**src/rtl/tt_um_waves_pkg.sv**
```systemverilog
// Shared constants for the waveform generator: select codes, phase/FTW geometry, LFSR setup.
// No logic or latency here; the noise constants are only used when WAVES_NOISE_EN is defined.
package tt_um_waves_pkg;

    typedef enum logic [2:0] {
        WAVE_SQUARE = 3'b000,
        WAVE_SAW    = 3'b001,
        WAVE_TRI    = 3'b010,
        WAVE_SINE   = 3'b011,
        WAVE_NOISE  = 3'b100
    } wave_sel_e;

    localparam int          PHASE_W   = 16;
    localparam int          FTW_W     = 8;
    localparam int          FTW_SHIFT = 4;
    localparam logic [15:0] LFSR_SEED = 16'hACE1;
    // Feedback taps for x^16+x^14+x^13+x^11+1 in right-shifting Fibonacci form.
    localparam logic [15:0] LFSR_TAPS = 16'h002D;
    localparam logic [7:0]  MIDSCALE  = 8'h80;

    function automatic logic [7:0] tri_from_phase(input logic [7:0] p);
        return p[7] ? ~{p[6:0], 1'b0} : {p[6:0], 1'b0};
    endfunction

endpackage

```
**src/rtl/waves_sine_lut.sv**
```systemverilog
// Quarter-wave sine magnitude ROM, 64 x 7 bits, LUT[i] = round(127*sin(2*pi*(i+0.5)/256)).
// Purely combinational, zero latency, no flow control.
module waves_sine_lut (
    input  logic [5:0] idx_i,
    output logic [6:0] mag_o
);

    localparam logic [6:0] LUT [64] = '{
        7'd2,   7'd5,   7'd8,   7'd11,  7'd14,  7'd17,  7'd20,  7'd23,
        7'd26,  7'd29,  7'd32,  7'd35,  7'd38,  7'd41,  7'd44,  7'd47,
        7'd50,  7'd53,  7'd56,  7'd58,  7'd61,  7'd64,  7'd67,  7'd69,
        7'd72,  7'd74,  7'd77,  7'd79,  7'd82,  7'd84,  7'd86,  7'd89,
        7'd91,  7'd93,  7'd95,  7'd97,  7'd99,  7'd101, 7'd103, 7'd105,
        7'd106, 7'd108, 7'd110, 7'd111, 7'd113, 7'd114, 7'd115, 7'd117,
        7'd118, 7'd119, 7'd120, 7'd121, 7'd122, 7'd123, 7'd124, 7'd124,
        7'd125, 7'd125, 7'd126, 7'd126, 7'd127, 7'd127, 7'd127, 7'd127
    };

    assign mag_o = LUT[idx_i];

endmodule

```
**src/rtl/tt_um_waves.sv**
```systemverilog
// DDS waveform generator (square/saw/triangle/sine, plus LFSR noise when WAVES_NOISE_EN is defined).
// One clock from phase to uo_out; no backpressure, ena=0 freezes every register.
module tt_um_waves
    import tt_um_waves_pkg::*;
(
    input  logic       clk,
    input  logic       rst_n,
    input  logic       ena,
    input  logic [7:0] ui_in,
    input  logic [7:0] uio_in,
    output logic [7:0] uo_out,
    output logic [7:0] uio_out,
    output logic [7:0] uio_oe
);

    logic [PHASE_W-1:0] phase_q, phase_d;
    logic [PHASE_W-1:0] ftw_ext;
    logic [7:0]         p;
    logic [7:0]         sample_q, sample_d;
    logic [7:0]         raw;
    logic [7:0]         shifted;
    logic [5:0]         sine_idx;
    logic [6:0]         sine_mag;
    logic [7:0]         sine_s;
    logic               clear, run;
    wave_sel_e          sel;

    assign clear   = ui_in[4];
    assign run     = ui_in[3];
    assign sel     = wave_sel_e'(ui_in[2:0]);
    assign ftw_ext = {{(PHASE_W-FTW_W-FTW_SHIFT){1'b0}}, uio_in, {FTW_SHIFT{1'b0}}};
    assign p       = phase_q[PHASE_W-1 -: 8];

    always_comb begin
        phase_d = phase_q;
        if (clear) begin
            phase_d = '0;
        end else if (run) begin
            phase_d = phase_q + ftw_ext;
        end
    end

    always_ff @(posedge clk or negedge rst_n) begin
        if (!rst_n) begin
            phase_q <= '0;
        end else if (ena) begin
            phase_q <= phase_d;
        end
    end

`ifdef WAVES_NOISE_EN
    logic [15:0] lfsr_q, lfsr_d;
    logic        lfsr_fb;

    assign lfsr_fb = ^(lfsr_q & LFSR_TAPS);

    // Noise steps in lockstep with the phase accumulator, so it holds on clear or run=0.
    always_comb begin
        lfsr_d = lfsr_q;
        if (run && !clear) begin
            lfsr_d = {lfsr_fb, lfsr_q[15:1]};
        end
    end

    always_ff @(posedge clk or negedge rst_n) begin
        if (!rst_n) begin
            lfsr_q <= LFSR_SEED;
        end else if (ena) begin
            lfsr_q <= lfsr_d;
        end
    end
`endif

    assign sine_idx = p[6] ? ~p[5:0] : p[5:0];

    waves_sine_lut u_sine_lut (
        .idx_i (sine_idx),
        .mag_o (sine_mag)
    );

    assign sine_s = p[7] ? (8'd127 - {1'b0, sine_mag}) : (8'd128 + {1'b0, sine_mag});

    always_comb begin
        raw = MIDSCALE;
        case (sel)
            WAVE_SQUARE: raw = p[7] ? 8'h00 : 8'hFF;
            WAVE_SAW:    raw = p;
            WAVE_TRI:    raw = tri_from_phase(p);
            WAVE_SINE:   raw = sine_s;
`ifdef WAVES_NOISE_EN
            WAVE_NOISE:  raw = lfsr_q[7:0];
`endif
            default:     raw = MIDSCALE;
        endcase
    end

    assign shifted  = raw >> ui_in[6:5];
    assign sample_d = ui_in[7] ? ~shifted : shifted;

    always_ff @(posedge clk or negedge rst_n) begin
        if (!rst_n) begin
            sample_q <= 8'h00;
        end else if (ena) begin
            sample_q <= sample_d;
        end
    end

    assign uo_out  = sample_q;
    assign uio_out = 8'h00;
    assign uio_oe  = 8'h00;

endmodule

```
**config.mk**
```make
export PLATFORM = sky130hd
export DESIGN_NAME = tt_um_waves
export DESIGN_NICKNAME = d
export VERILOG_FILES = /design/src/rtl/tt_um_waves_pkg.sv /design/src/rtl/waves_sine_lut.sv /design/src/rtl/tt_um_waves.sv
export SDC_FILE = /design/constraint.sdc
export NUM_CORES = 1
export LEC_CHECK = 0
export BUFFER_PORTS_ARGS = -buffer_cell sky130_fd_sc_hd__buf_2
export CAP_MARGIN = 30
export CORE_MARGIN = 5
export CORE_UTILIZATION = 64
export DETAILED_ROUTE_END_ITERATION = 8
export PLACE_DENSITY = 0.95
export SYNTH_ARGS = -nofsm -noshare
export SYNTH_HDL_FRONTEND = slang
export SYNTH_SLANG_ARGS = --single-unit
```
**constraint.sdc**
```tcl
create_clock -name clk -period 5.21 [get_ports clk]
set_input_delay 0.7815 -clock clk [delete_from_list [all_inputs] [get_ports clk]]
set_output_delay 0.7815 -clock clk [all_outputs]
set_load 0.1 [all_outputs]
```
Word-level counts from Yosys, hierarchy flattened --
Memory sizes are Yosys's and may differ from the RTL's. Cells that the tools add are included.
Storage, ports and cells: memory bits (read-only) 448, flip-flop bits (word level) 24, memories kept 1, input bits 19, logic and storage cells 28
Operators by class: multiplexer cells 10, $lt $le $gt $ge 1, reduce and logical (&&, ||, !) cells 3, bitwise operators 4, equality and inequality tests 3, shift operators 1, add/sub/neg operators 3
Memories:
- (name not given) | depth 64, bits a word 7, rd ports 1, clocked after Yosys merged registers in 0, write ports 0, line waves_sine_lut.sv:19 | assign mag_o = LUT[idx_i];
Operators with widths (number):
- 16-bit 2-to-1 mux | 2
- 8-bit 2-to-1 mux | 4
- 8-bit one-hot mux with 4 select lines | 1
- 16-bit by 12-bit adder with 16-bit output | 1
- 8-bit inverter | 2
- 7-bit 2-to-1 mux | 2
- 8-bit by 7-bit adder with 8-bit output (first input constant) | 1
- 8-bit by 2-bit >> shifter with 8-bit output | 1
- 7-bit by 7-bit subtractor with 8-bit output (first input constant) | 1
- 7-bit >= comparator (second input constant) | 1
- 6-bit inverter with 7-bit output | 1
- 3-bit by 2-bit equality test with 1-bit output (second input constant) | 2
- 6-bit 2-to-1 mux | 1
- 6-bit inverter | 1
- 3-bit by 1-bit equality test with 1-bit output (second input constant) | 1
- 3-bit logical NOT | 1
- 2-bit AND reduction | 1
- 2-bit nonzero test | 1

Logic depth before layout (Yosys ltp) --
Gate-level depths: netlist of the first run.
depth in word-level cells 12, depth in mapped cells 12, mapped depth without buffers 10

Modules after synthesis --
From an unflattened synthesis of the first run, not the netlist that was laid out.
Unflattened totals: cells, all modules 304, area total of the unflattened synthesis 2531.2 µm²
Modules (own cells, without submodules):
- tt_um_waves | cells each 221, instances 1, area each 1924.3 µm²
- waves_sine_lut | cells each 83, instances 1, area each 606.8 µm²

Worst setup path before layout of the first run --
No wires, ideal clock.
kind in2reg, start point input port ui_in[1], end point register sample_q[4] (netlist: uo_out[4]), data required time 5085 ps, stages 8, arrival time 2734 ps, slack 2351 ps, path buffers 1, path through clkbuf_1 -> nand3_1 -> or4_1 -> nand2_1 -> nor2_1 -> mux4_2 -> xnor2_1 -> mux2_2
Between the ends: cells in the longest elaborated chain, start to end 5, elaborated cells between the ends (all ways) 8
Ends and longest elaborated chain:
- from (decl) | line tt_um_waves.sv:9 | input logic [7:0] ui_in,
- 3-bit by 2-bit equality test with 1-bit output, or another cell as far along | line tt_um_waves.sv:85 | case (sel)
- 8-bit one-hot mux with 4 select lines * | line tt_um_waves.sv:85
- 8-bit by 2-bit >> shifter with 8-bit output * | line tt_um_waves.sv:97 | assign shifted = raw >> ui_in[6:5];
- 8-bit inverter | line tt_um_waves.sv:98 | assign sample_d = ui_in[7] ? ~shifted : shifted;
- 8-bit 2-to-1 mux * | line tt_um_waves.sv:98
- to (signal assigned) | line tt_um_waves.sv:104 | sample_q <= sample_d;
- to (decl) | line tt_um_waves.sv:19 | logic [7:0] sample_q, sample_d;
Every way passes the cells marked *; elsewhere a longest branch is shown, timed or not. A chain may end at the register's enable or synchronous reset.

Worst setup path in the final report of the first run --
start point register phase_q[9], end point register sample_q[1] (netlist: uo_out[1])
Between the ends: cells in the longest elaborated chain, start to end 12, elaborated cells between the ends (all ways) 15
Ends and longest elaborated chain:
- from (decl) | line tt_um_waves.sv:16 | logic [PHASE_W-1:0] phase_q, phase_d;
- from (signal assigned) | line tt_um_waves.sv:47 | phase_q <= phase_d;
- 6-bit inverter | line tt_um_waves.sv:74 | assign sine_idx = p[6] ? ~p[5:0] : p[5:0];
- 6-bit 2-to-1 mux | line tt_um_waves.sv:74
- 6-bit inverter with 7-bit output (not written as such) | line waves_sine_lut.sv:19
- memory read 64 x 7 bit
- 7-bit 2-to-1 mux (not written as such) (2 in series) | line waves_sine_lut.sv:19
- 8-bit by 7-bit adder with 8-bit output or 7-bit by 7-bit subtractor with 8-bit output (tied branches) | line tt_um_waves.sv:81 | assign sine_s = p[7] ? (8'd127 - {1'b0, sine_mag}) : (8'd128 + {1'b0, sine_mag});
- 8-bit 2-to-1 mux | line tt_um_waves.sv:81
- 8-bit one-hot mux with 4 select lines * | line tt_um_waves.sv:85
- 8-bit by 2-bit >> shifter with 8-bit output * | line tt_um_waves.sv:97
- 8-bit inverter | line tt_um_waves.sv:98
- 8-bit 2-to-1 mux * | line tt_um_waves.sv:98
Every way passes the cells marked *; elsewhere a longest branch is shown, timed or not. The select of a mux whose other input is x is not followed.

==> metrics.md, run 1 <==
| Metric | Value |
|---|---|
| CP max-delay cell | `sky130_fd_sc_hd__a2111oi_0` |
| Longest Clk Path Bufs | `2` |
| Die Footprint | `6440 sq um` |
| Mux share of post-synthesis cell area | `4.48%` |
| First-pass iteration count of the detailed router | `5` |
| Clock skew after layout | `0.00746 ns` |
| Total CTS buffers | `3` |
| Weighted congestion at the end of routability-driven global placement | `0.952` |
| Crit-path most repeated cell | `sky130_fd_sc_hd__or4_1` |
| Cells traversed along the worst timing path | `buf_4 > nand3b_1 > o21ai_0 > a2111oi_0 > nor4_1 > or4_1 > o41ai_1 > nor2_1 > or4_1` |
| Accumulated negative setup slack | `0 ns` |
| Static Leak | `0.00129 uW` |
| Detailed-route via count | `3061` |
| Max capacitance violation total | `0` |
| Highest net fanout along the worst path | `25` |
| Register bit count reported by yosys | `20` |
| Worst ir drop on vdd | `273 uV` |
| Clock slew seen by the registers of the worst setup and hold paths | `0.08 ns` |
| Arrival time reported for the critical path endpoint | `3.63 ns` |
| Standard cell core area | `4750 sq um` |
| Clk_lat worst skew | `0.26 ns` |
| First DRT Iteration DRCs | `437` |
| Cell Pwr Density | `397 nW/um^2` |
| Total number of placement rows | `25` |
| Total count of hold-check failures in the final report | `0` |
| DR WL/cell | `16.1 um` |
| Placed cell count | `466` |
| Number of max-slew violations in the final report | `0` |
| Hold buffer count at CTS | `0` |
| Die W | `80.2 um` |
| Global-route total usage across every layer | `24.4%` |
| Crit path kind | `reg2reg` |
| Number of standard cells in the layout, taps in and fillers out | `469` |
| Number of nets with antenna violations after detailed routing | `0` |
| Footprint of the multi-input gates | `2330 sq um` |
| Share of cells above drive strength 1 | `12.4%` |
| Count of input and output buffers | `26` |
| Footprint of the flip-flops and latches | `500 sq um` |
| Detailed placement HPWL | `5510 um` |
| Global-route wire length before repair | `12900 um` |
| Largest family of logic cells by synthesized area | `compound AO/OA/AOI/OAI gates` |
| Sum of routed wire length over all layers | `7570 um` |
| Synth unique cells | `80` |
| Maximum clock frequency | `285 MHz` |
| Headroom to the max-slew limit | `32.3%` |
| Average instance area after synthesis | `7.74 sq um` |
| Post-CTS Setup Repair Bufs | `0` |
| Actual slew at the worst max-slew pin | `1.02 ns` |
| Outcome | `complete, no violations` |
| Top Ports | `43` |
| Number of warning messages in the yosys log | `0` |
| Post-synthesis xor/xnor area fraction | `5.27%` |
| Primary flip-flop cell chosen by synthesis mapping | `sky130_fd_sc_hd__dfrtp_1` |
| Via density per instance | `6.53` |
| Final number of setup-violating endpoints | `0` |
| Synthesized-area fraction occupied by ao, oa, aoi and oai cells | `31.1%` |
| Synthesized-area fraction occupied by adder cells | `4.20%` |
| Summed instance area of the synthesized netlist | `3160 sq um` |
| Setup repair after global routing missed its margin | `no` |
| Syn-to-layout area delta | `0.317%` |
| Drt drc | `0` |
| Worst endpoint required time | `5.33 ns` |
| Post-Synthesis Cells | `408` |
| # nets final | `433` |
| Number of diodes | `0` |
| Number of fill cells in the layout | `393` |
| Gr ovfl total | `0` |
| Largest incremental delay on the critical path | `0.76 ns` |
| Sinks on the clock net | `20` |
| Number of antenna violations at the first check in global routing | `0` |
| Tightest Hold Check Type | `in2async` |
| Vias in the first global route | `2730` |
| Pin count of the biggest net entering global routing | `50` |
| Tmin final | `3.51 ns` |
| Starting Density | `66.4%` |
| EDFF count, synth | `0` |
| Clk Tree Root Cell | `sky130_fd_sc_hd__clkbuf_8` |
| Post-synthesis simple-gate area fraction | `26.9%` |
| Critical Path Start Type | `register` |
| Proportion of synthesized chip area in sequential cells | `15.8%` |
| Endpoint type of the worst setup path | `register` |
| Total number of H-tree levels | `1` |
| TritonCTS clock tree | `done` |
| DIE HEIGHT | `80.2 um` |
| Share of the clock period used by the worst path after layout | `67.3%` |
| Resized Gates After CTS | `0` |
| Share of synthesized flip-flops with an asynchronous set or reset | `100%` |
-- metrics by stage --
step / cell area, sq um / total power, uW / util, % / hold WS (ns) / setup slack [ns]
after floorplan: 3210 / 1030 / - / 0.453 / 2.35
after global placement: 3130 / 1110 / 65.8 / 0.464 / 1.89
after detailed placement: 3130 / 1140 / 65.8 / 0.482 / 1.81
after CTS: 3170 / 1250 / 66.6 / 0.480 / 1.80
after global routing: 3170 / 1350 / 66.6 / 0.501 / 1.58
final: 3170 / 1260 / 66.6 / 0.471 / 1.70
-- synthesized netlist by cell type (5+ instances only) --
library cell / n / area share (%)
sky130_fd_sc_hd__or4_1: 5 / 1.2
sky130_fd_sc_hd__o31ai_1: 5 / 1.2
sky130_fd_sc_hd__a211oi_1: 5 / 1.2
sky130_fd_sc_hd__nor3_1: 10 / 1.6
sky130_fd_sc_hd__buf_2: 10 / 1.6
sky130_fd_sc_hd__clkbuf_1: 17 / 2.0
sky130_fd_sc_hd__nand2b_1: 23 / 4.6
sky130_fd_sc_hd__nor2b_1: 14 / 2.8
sky130_fd_sc_hd__o21bai_1: 6 / 1.4
sky130_fd_sc_hd__nor2_1: 26 / 3.1
sky130_fd_sc_hd__o211ai_1: 7 / 1.7
sky130_fd_sc_hd__buf_6: 5 / 1.8
sky130_fd_sc_hd__buf_4: 22 / 5.2
sky130_fd_sc_hd__dfrtp_1: 20 / 16
sky130_fd_sc_hd__a21o_1: 6 / 1.4
sky130_fd_sc_hd__inv_1: 11 / 1.3
sky130_fd_sc_hd__xnor2_1: 15 / 4.2
sky130_fd_sc_hd__o21a_1: 8 / 1.9
sky130_fd_sc_hd__o21ai_0: 18 / 2.9
sky130_fd_sc_hd__ha_1: 9 / 3.6
sky130_fd_sc_hd__a21oi_1: 28 / 4.4
sky130_fd_sc_hd__nand2_1: 16 / 1.9
sky130_fd_sc_hd__nand3b_1: 6 / 1.4
sky130_fd_sc_hd__nand3_1: 6 / 0.95
sky130_fd_sc_hd__mux2_2: 5 / 1.8
-- power by group --
| part | switching, uW | internal, uW |
|---|---|---|
| registers | 94.3 | 187 |
| logic | 536 | 338 |
| clock network | 49.8 | 51.4 |
-- layer usage --
| layer | track usage (%) | wire length [um] |
|---|---|---|
| met5 | 0 | 0 |
| met1 | 33.8 | 3200 |
| met3 | 2.58 | 596 |
| met2 | 40.0 | 3640 |
| met4 | 6.76 | 131 |
-- registers in the layout, summed over array words and instances, names as in the netlist --
signal / cells
phase_q: 12
uo_out: 8
-- critical path: cells and delay by family, from the launching register on --
family,cells,cell delay (ns)
buffers and inverters,1,0.36
flip-flops,1,0.67
AO/OA/AOI/OAI,3,1.00
AND/OR/NAND/NOR,5,1.34
-- path summary, 6_finish.rpt --
check	slack (ns)	start	endpoint	depth (start not counted)
max	1.70	phase_q[9]	uo_out[1]	9
min	0.47	rst_n	phase_q[4]	1
max reg2reg	1.70	phase_q[9]	uo_out[1]	9
min reg2reg	0.50	phase_q[6]	phase_q[6]	2
max in group asynchronous	4.42	rst_n	phase_q[14]	1
min in group clk	0.50	phase_q[6]	phase_q[6]	2
-- cell type report --
cell class              instances  area share [%]
clock buffers                   3            1.30
inverters                      11            1.30
multi-input cells             337            73.7
flip-flops and latches         20            15.8
well taps                      67            2.65
repair buffers                 31            5.29
-- layout by cell type (no fill, tap or decap), drive strengths merged, types with 14 or more instances in the layout --
cell,instances
buf,31
a21oi,28
nor2,27
nand2b,23
dfrtp,20
o21ai,20
nand2,17
conb,16
xnor2,15
nor2b,14
-- cells by family (layout without fill, tap and decap cells) --
group | Yosys count | after routing
other | 1 | 16
xor gates and xnor gates | 19 | 19
adders and majority gates | 10 | 10
AOI/OAI and AO/OA | 136 | 136
buffers and inverters | 66 | 45
DFF | 20 | 20
muxes | 11 | 11
and+or+nand+nor | 145 | 145
No activity file was read; power rests on OpenSTA's default activity.
==> run 2, diff against run 1 <==
--- a/config.mk
+++ b/config.mk
@@ -8,9 +8,9 @@
 export BUFFER_PORTS_ARGS = -buffer_cell sky130_fd_sc_hd__buf_2
 export CAP_MARGIN = 30
 export CORE_MARGIN = 5
-export CORE_UTILIZATION = 64
+export CORE_UTILIZATION = 54
 export DETAILED_ROUTE_END_ITERATION = 8
-export PLACE_DENSITY = 0.95
+export PLACE_DENSITY = 0.89
 export SYNTH_ARGS = -nofsm -noshare
 export SYNTH_HDL_FRONTEND = slang
 export SYNTH_SLANG_ARGS = --single-unit
==> constraint.sdc (replaced) <==
create_clock -name clk -period 3.1 [get_ports clk]
set_input_delay 0.465 -clock clk [delete_from_list [all_inputs] [get_ports clk]]
set_output_delay 0.465 -clock clk [all_outputs]
set_load 0.1 [all_outputs]
==> metrics.md, run 2 (same netlist as run 1, synthesis figures left out) <==
| Metric | Value |
|---|---|
| Outcome | `complete, no violations` |
| Final number of setup-violating endpoints | `0` |
| Standard cell core area | `5610 sq um` |
| DIE HEIGHT | `86.5 um` |
| Placed instance area | `3270 sq um` |
| Top Ports | `43` |
| Number of antenna violations at the first check in global routing | `0` |
| Path depth of the worst reg2reg path | `9` |
| Starting Density | `56.3%` |
| Final Worst Setup Slack | `0.165 ns` |
| Crit-path most repeated cell | `sky130_fd_sc_hd__a21oi_1` |
| Hold buffer count at CTS | `0` |
| Tmin final | `2.93 ns` |
| Worst ir drop on vdd | `385 uV` |
| Number of nets with antenna violations after detailed routing | `0` |
| Number of fill cells in the layout | `504` |
| Tightest Hold Check Type | `in2async` |
| Pin count of the biggest net entering global routing | `30` |
| Clk_lat worst skew | `0.26 ns` |
| Die Footprint | `7480 sq um` |
| Max capacitance violation total | `0` |
| Arrival time reported for the critical path endpoint | `3.07 ns` |
| Share of the clock period used by the worst path after layout | `94.7%` |
| Endpoint type of the worst setup path | `register` |
| Via density per instance | `6.49` |
| Cell Pwr Density | `683 nW/um^2` |
| Vias in the first global route | `2865` |
| Commonest non-fill, non-tap cells in the layout | `sky130_fd_sc_hd__a21oi_1 (28), sky130_fd_sc_hd__nor2_1 (26), sky130_fd_sc_hd__buf_2 (26)` |
| Share of cells above drive strength 1 | `17.1%` |
| Number of diodes | `0` |
| Critical Path Start Type | `register` |
| Total CTS buffers | `3` |
| Cells traversed along the worst timing path | `buf_4 > and2_1 > a21oi_1 > a21oi_1 > and4b_1 > nor3_1 > o41ai_2 > and4_1 > or4_1` |
| Sum of routed wire length over all layers | `8220 um` |
| Crit path kind | `reg2reg` |
| Longest Clk Path Bufs | `2` |
| Worst slack at placement | `0.127 ns` |
| Syn-to-layout area delta | `5.71%` |
| Total number of placement rows | `27` |
| Gr ovfl total | `0` |
| Top register by number of flip-flops | `phase_q` |
| Clk Tree Root Cell | `sky130_fd_sc_hd__clkbuf_8` |
| Cell area after layout | `3340 sq um` |
| Global-route wire length before repair | `13500 um` |
| First-pass iteration count of the detailed router | `5` |
| Number of flip-flops under the largest register name | `12` |
| Largest incremental delay on the critical path | `0.62 ns` |
| Most frequent standard cell in the layout excluding fill and tap cells | `sky130_fd_sc_hd__a21oi_1` |
| Clock skew after layout | `0.00692 ns` |
| Highest net fanout along the worst path | `16` |
| TritonCTS clock tree | `done` |
| Total count of hold-check failures in the final report | `0` |
| Post-layout util | `59.5%` |
| Drt drc | `0` |
| Count of input and output buffers | `26` |
| Sinks on the clock net | `20` |
| DR WL/cell | `16.7 um` |
| Overall power | `2280 uW` |
| Weighted congestion at the end of routability-driven global placement | `0.946` |
| Detailed-route via count | `3192` |
| CP max-delay cell | `sky130_fd_sc_hd__dfrtp_1` |
| Number of max-slew violations in the final report | `0` |
| Maximum clock frequency | `341 MHz` |
| Global-route total usage across every layer | `21.8%` |
| Total number of H-tree levels | `1` |
| Static Leak | `0.00139 uW` |
| Accumulated negative setup slack | `0 ns` |
| First DRT Iteration DRCs | `296` |
| Worst endpoint required time | `3.23 ns` |
| Clock slew seen by the registers of the worst setup and hold paths | `0.08 ns` |
| Setup repair after global routing missed its margin | `no` |
| # nets final | `451` |
| Detailed placement HPWL | `6230 um` |
| Die W | `86.5 um` |
==> run 2: area by class of cell <==
cell class	instances	area [sq um]	area share [%]
Clock buffer	3	41.3	1.24
Inverter	11	41.3	1.24
Tap cell	72	90.1	2.70
Multi-Input combinational cell	337	2350	70.3
Sequential cell	20	503	15.1
Timing Repair Buffer	49	315	9.45
==> run 2: power breakdown <==
part           internal [uW]  switching, uW
Clock                   86.5           86.7
Sequential               319            104
Combinational            665           1020
Total                   1070           1210
==> run 2: path summary, 6_finish.rpt <==
kind                                 start          to  slack [ns]
max in group asynchronous            rst_n  phase_q[8]        2.59
min in group clk                  ui_in[4]  phase_q[6]        0.50
worst min register to register  phase_q[4]  phase_q[4]        0.52
worst max-delay path            phase_q[9]   uo_out[1]        0.17
worst min-delay path                 rst_n   uo_out[0]        0.15
worst max register to register  phase_q[9]   uo_out[1]        0.17
==> run 2: layer usage <==
layer	wire length (um)	vias up	global-route usage, %
li1	-	1507	-
met1	3560	1503	30.1
met2	3830	164	36.2
met3	649	18	2.00
met4	189	0	6.52
met5	0	-	0
==> run 2: critical path: cells and delay by family (launching register included) <==
kind	cells	cell delay, ns
simple gates	5	1.49
flops	1	0.62
compound gates	3	0.38
buf+inv	1	0.30
==> run 2: through the flow <==
step	hold slack, ns	cells
after floorplan	0.169	423
after global placement	0.434	488
after detailed placement	0.443	488
after CTS	0.165	491
after global routing	0.180	492
final	0.152	492
==> run 2: timing repair <==
action / CTS / global route
resized for setup: 0 / 4
hold endpoints to repair: 0 / 0
setup endpoints to repair: 0 / 3
buffers inserted: 0 / 0
==> run 3, diff against run 2 <==
--- a/config.mk
+++ b/config.mk
@@ -11,6 +11,7 @@
 export CORE_UTILIZATION = 54
 export DETAILED_ROUTE_END_ITERATION = 8
 export PLACE_DENSITY = 0.89
+export REMOVE_ABC_BUFFERS = 1
 export SYNTH_ARGS = -nofsm -noshare
 export SYNTH_HDL_FRONTEND = slang
 export SYNTH_SLANG_ARGS = --single-unit
==> metrics.md, run 3 (same netlist as run 1, synthesis figures left out) <==
| Metric | Value |
|---|---|
| Outcome | `complete, no violations` |
| Top register by number of flip-flops | `phase_q` |
| TritonCTS clock tree | `done` |
| Weighted congestion at the end of routability-driven global placement | `1.02` |
| Share of cells above drive strength 1 | `17.9%` |
| Critical Path Source | `phase_q[12]` |
| Layer carrying the most global-route usage | `met2` |
| Max capacitance violation total | `0` |
| Cell Pwr Density | `695 nW/um^2` |
| Number of max-slew violations in the final report | `0` |
| Worst setup path end | `uo_out[1]` |
| Grt met1 use | `29.7%` |
| Tmin final | `3.01 ns` |
| Worst endpoint required time | `3.25 ns` |
| Starting Density | `56.3%` |
| Setup slack of the most critical reg-to-reg path | `0.09 ns` |
| Standard cell core area | `5610 sq um` |
| Highest net fanout along the worst path | `15` |
| Static Leak | `0.00142 uW` |
| Final number of setup-violating endpoints | `0` |
| Number of flip-flops under the largest register name | `12` |
| Sum of routed wire length over all layers | `8620 um` |
| Clock slew seen by the registers of the worst setup and hold paths | `0.08 ns` |
| Post-layout util | `60.6%` |
| Overall power | `2360 uW` |
| Number of antenna violations at the first check in global routing | `0` |
| Met2 Usage GRT | `37.4%` |
| Clk Tree Root Cell | `sky130_fd_sc_hd__clkbuf_8` |
| Largest incremental delay on the critical path | `0.67 ns` |
| Hold buffer count at CTS | `0` |
| Maximum clock frequency | `332 MHz` |
| Met3 track demand over resource | `3.99%` |
| DIE HEIGHT | `86.5 um` |
| Syn-to-layout area delta | `7.53%` |
| Cells traversed along the worst timing path | `buf_4 > nand2b_1 > o32a_1 > mux2i_1 > a311oi_1 > nor3_1 > o41ai_1 > nor2_1 > or4_1` |
| Path depth of the worst reg2reg path | `9` |
| Most frequent standard cell in the layout excluding fill and tap cells | `sky130_fd_sc_hd__a21oi_1` |
| First-pass iteration count of the detailed router | `6` |
| Startpoint of the lowest-slack register-to-register path | `phase_q[12]` |
| Clk_lat worst skew | `0.27 ns` |
| Top Ports | `43` |
| Accumulated negative setup slack | `0 ns` |
| Die Footprint | `7480 sq um` |
| Actual slew at the worst max-slew pin | `0.508 ns` |
| Worst ir drop on vdd | `389 uV` |
| Detailed placement HPWL | `6530 um` |
| Gr ovfl total | `0` |
| Worst r2r dst | `uo_out[1]` |
| Worst slack at placement | `0.0876 ns` |
| Detailed-route via count | `3227` |
| Total count of hold-check failures in the final report | `0` |
| Placed instance area | `3340 sq um` |
| Crit path kind | `reg2reg` |
| Final Worst Setup Slack | `0.0907 ns` |
| Via density per instance | `6.49` |
| Pin count of the biggest net entering global routing | `41` |
| Headroom to the max-slew limit | `66.1%` |
| First DRT Iteration DRCs | `393` |
| Global-route total usage across every layer | `22.7%` |
| Tightest Hold Check Type | `in2async` |
| Number of nets with antenna violations after detailed routing | `0` |
| Count of input and output buffers | `26` |
| Cell area after layout | `3400 sq um` |
| Number of diodes | `0` |
| Arrival time reported for the critical path endpoint | `3.15 ns` |
| Endpoint type of the worst setup path | `register` |
| Drt drc | `0` |
| Global-route wire length before repair | `14000 um` |
| Vias in the first global route | `3015` |
| Setup repair after global routing missed its margin | `no` |
| Longest Clk Path Bufs | `2` |
| Commonest non-fill, non-tap cells in the layout | `sky130_fd_sc_hd__a21oi_1 (28), sky130_fd_sc_hd__nor2_1 (26), sky130_fd_sc_hd__buf_2 (26)` |
| CP max-delay cell | `sky130_fd_sc_hd__dfrtp_1` |
| Total number of H-tree levels | `1` |
| Clock skew after layout | `0.00139 ns` |
| Sinks on the clock net | `20` |
| Total CTS buffers | `3` |
| # nets final | `455` |
| DR WL/cell | `17.3 um` |
| Share of the clock period used by the worst path after layout | `97.1%` |
| Critical Path Start Type | `register` |
| Die W | `86.5 um` |
| Total number of placement rows | `27` |
run 3: cell types whose count changed in the layout (fill, tap and decap cells not counted), sizes merged:
cell | previous run | this run
clkbuf | 3 | 4
buf | 49 | 53
run 3: worst max-delay path, delay by kind of cell, from the launching register on:
| kind | cells | cell delay [ns] |
|---|---|---|
| and+or+nand+nor | 4 | 0.80 |
| AOI/OAI and AO/OA | 3 | 1.09 |
| muxes | 1 | 0.08 |
| DFF | 1 | 0.67 |
| buffers and inverters | 1 | 0.24 |
run 3: cell type report:
cell class	count	area (sq um)
fillers	518	2210
well taps	72	90.1
multi-input cells	337	2330
inverters	11	41.3
repair buffers	53	370
flip-flops and latches	20	504
clock buffers	4	55.1
run 3: through the flow:
step / cells / hold slack (ns)
final: 497 / 0.150
after global routing: 497 / 0.175
after CTS: 497 / 0.172
after detailed placement: 493 / 0.464
after global placement: 493 / 0.439
after floorplan: 368 / 0.169
run 3: worst min path at each step:
stage               start     endpoint  slack, ns  cells past startpoint
floorplan           rst_n  phase_q[10]       0.17                      0
global placement    rst_n    uo_out[3]       0.44                      1
detailed placement  rst_n    uo_out[3]       0.46                      1
CTS                 rst_n    uo_out[3]       0.17                      1
global route        rst_n    uo_out[4]       0.18                      1
finish              rst_n    uo_out[3]       0.15                      1
run 3: timing repair:
| item | in CTS | in global routing |
|---|---|---|
| resized for setup | 0 | 4 |
| setup buffers | 0 | 0 |
| setup endpoints to repair | 0 | 3 |
run 3: routing by layer:
| metal | up-vias | share of wire (%) | wire length [um] |
|---|---|---|---|
| met2 | 190 | 46 | 4010 |
| met5 | - | 0 | 0 |
| li1 | 1514 | - | - |
| met1 | 1497 | 41 | 3540 |
| met4 | 0 | 2.9 | 248 |
| met3 | 26 | 9.6 | 828 |
run 3: power breakdown:
group | internal [uW] | switching (uW) | leakage [uW] | total [uW]
clock network | 113 | 101 | 0.0000288 | 214
logic | 694 | 1030 | 0.00114 | 1720
registers | 319 | 106 | 0.000250 | 425
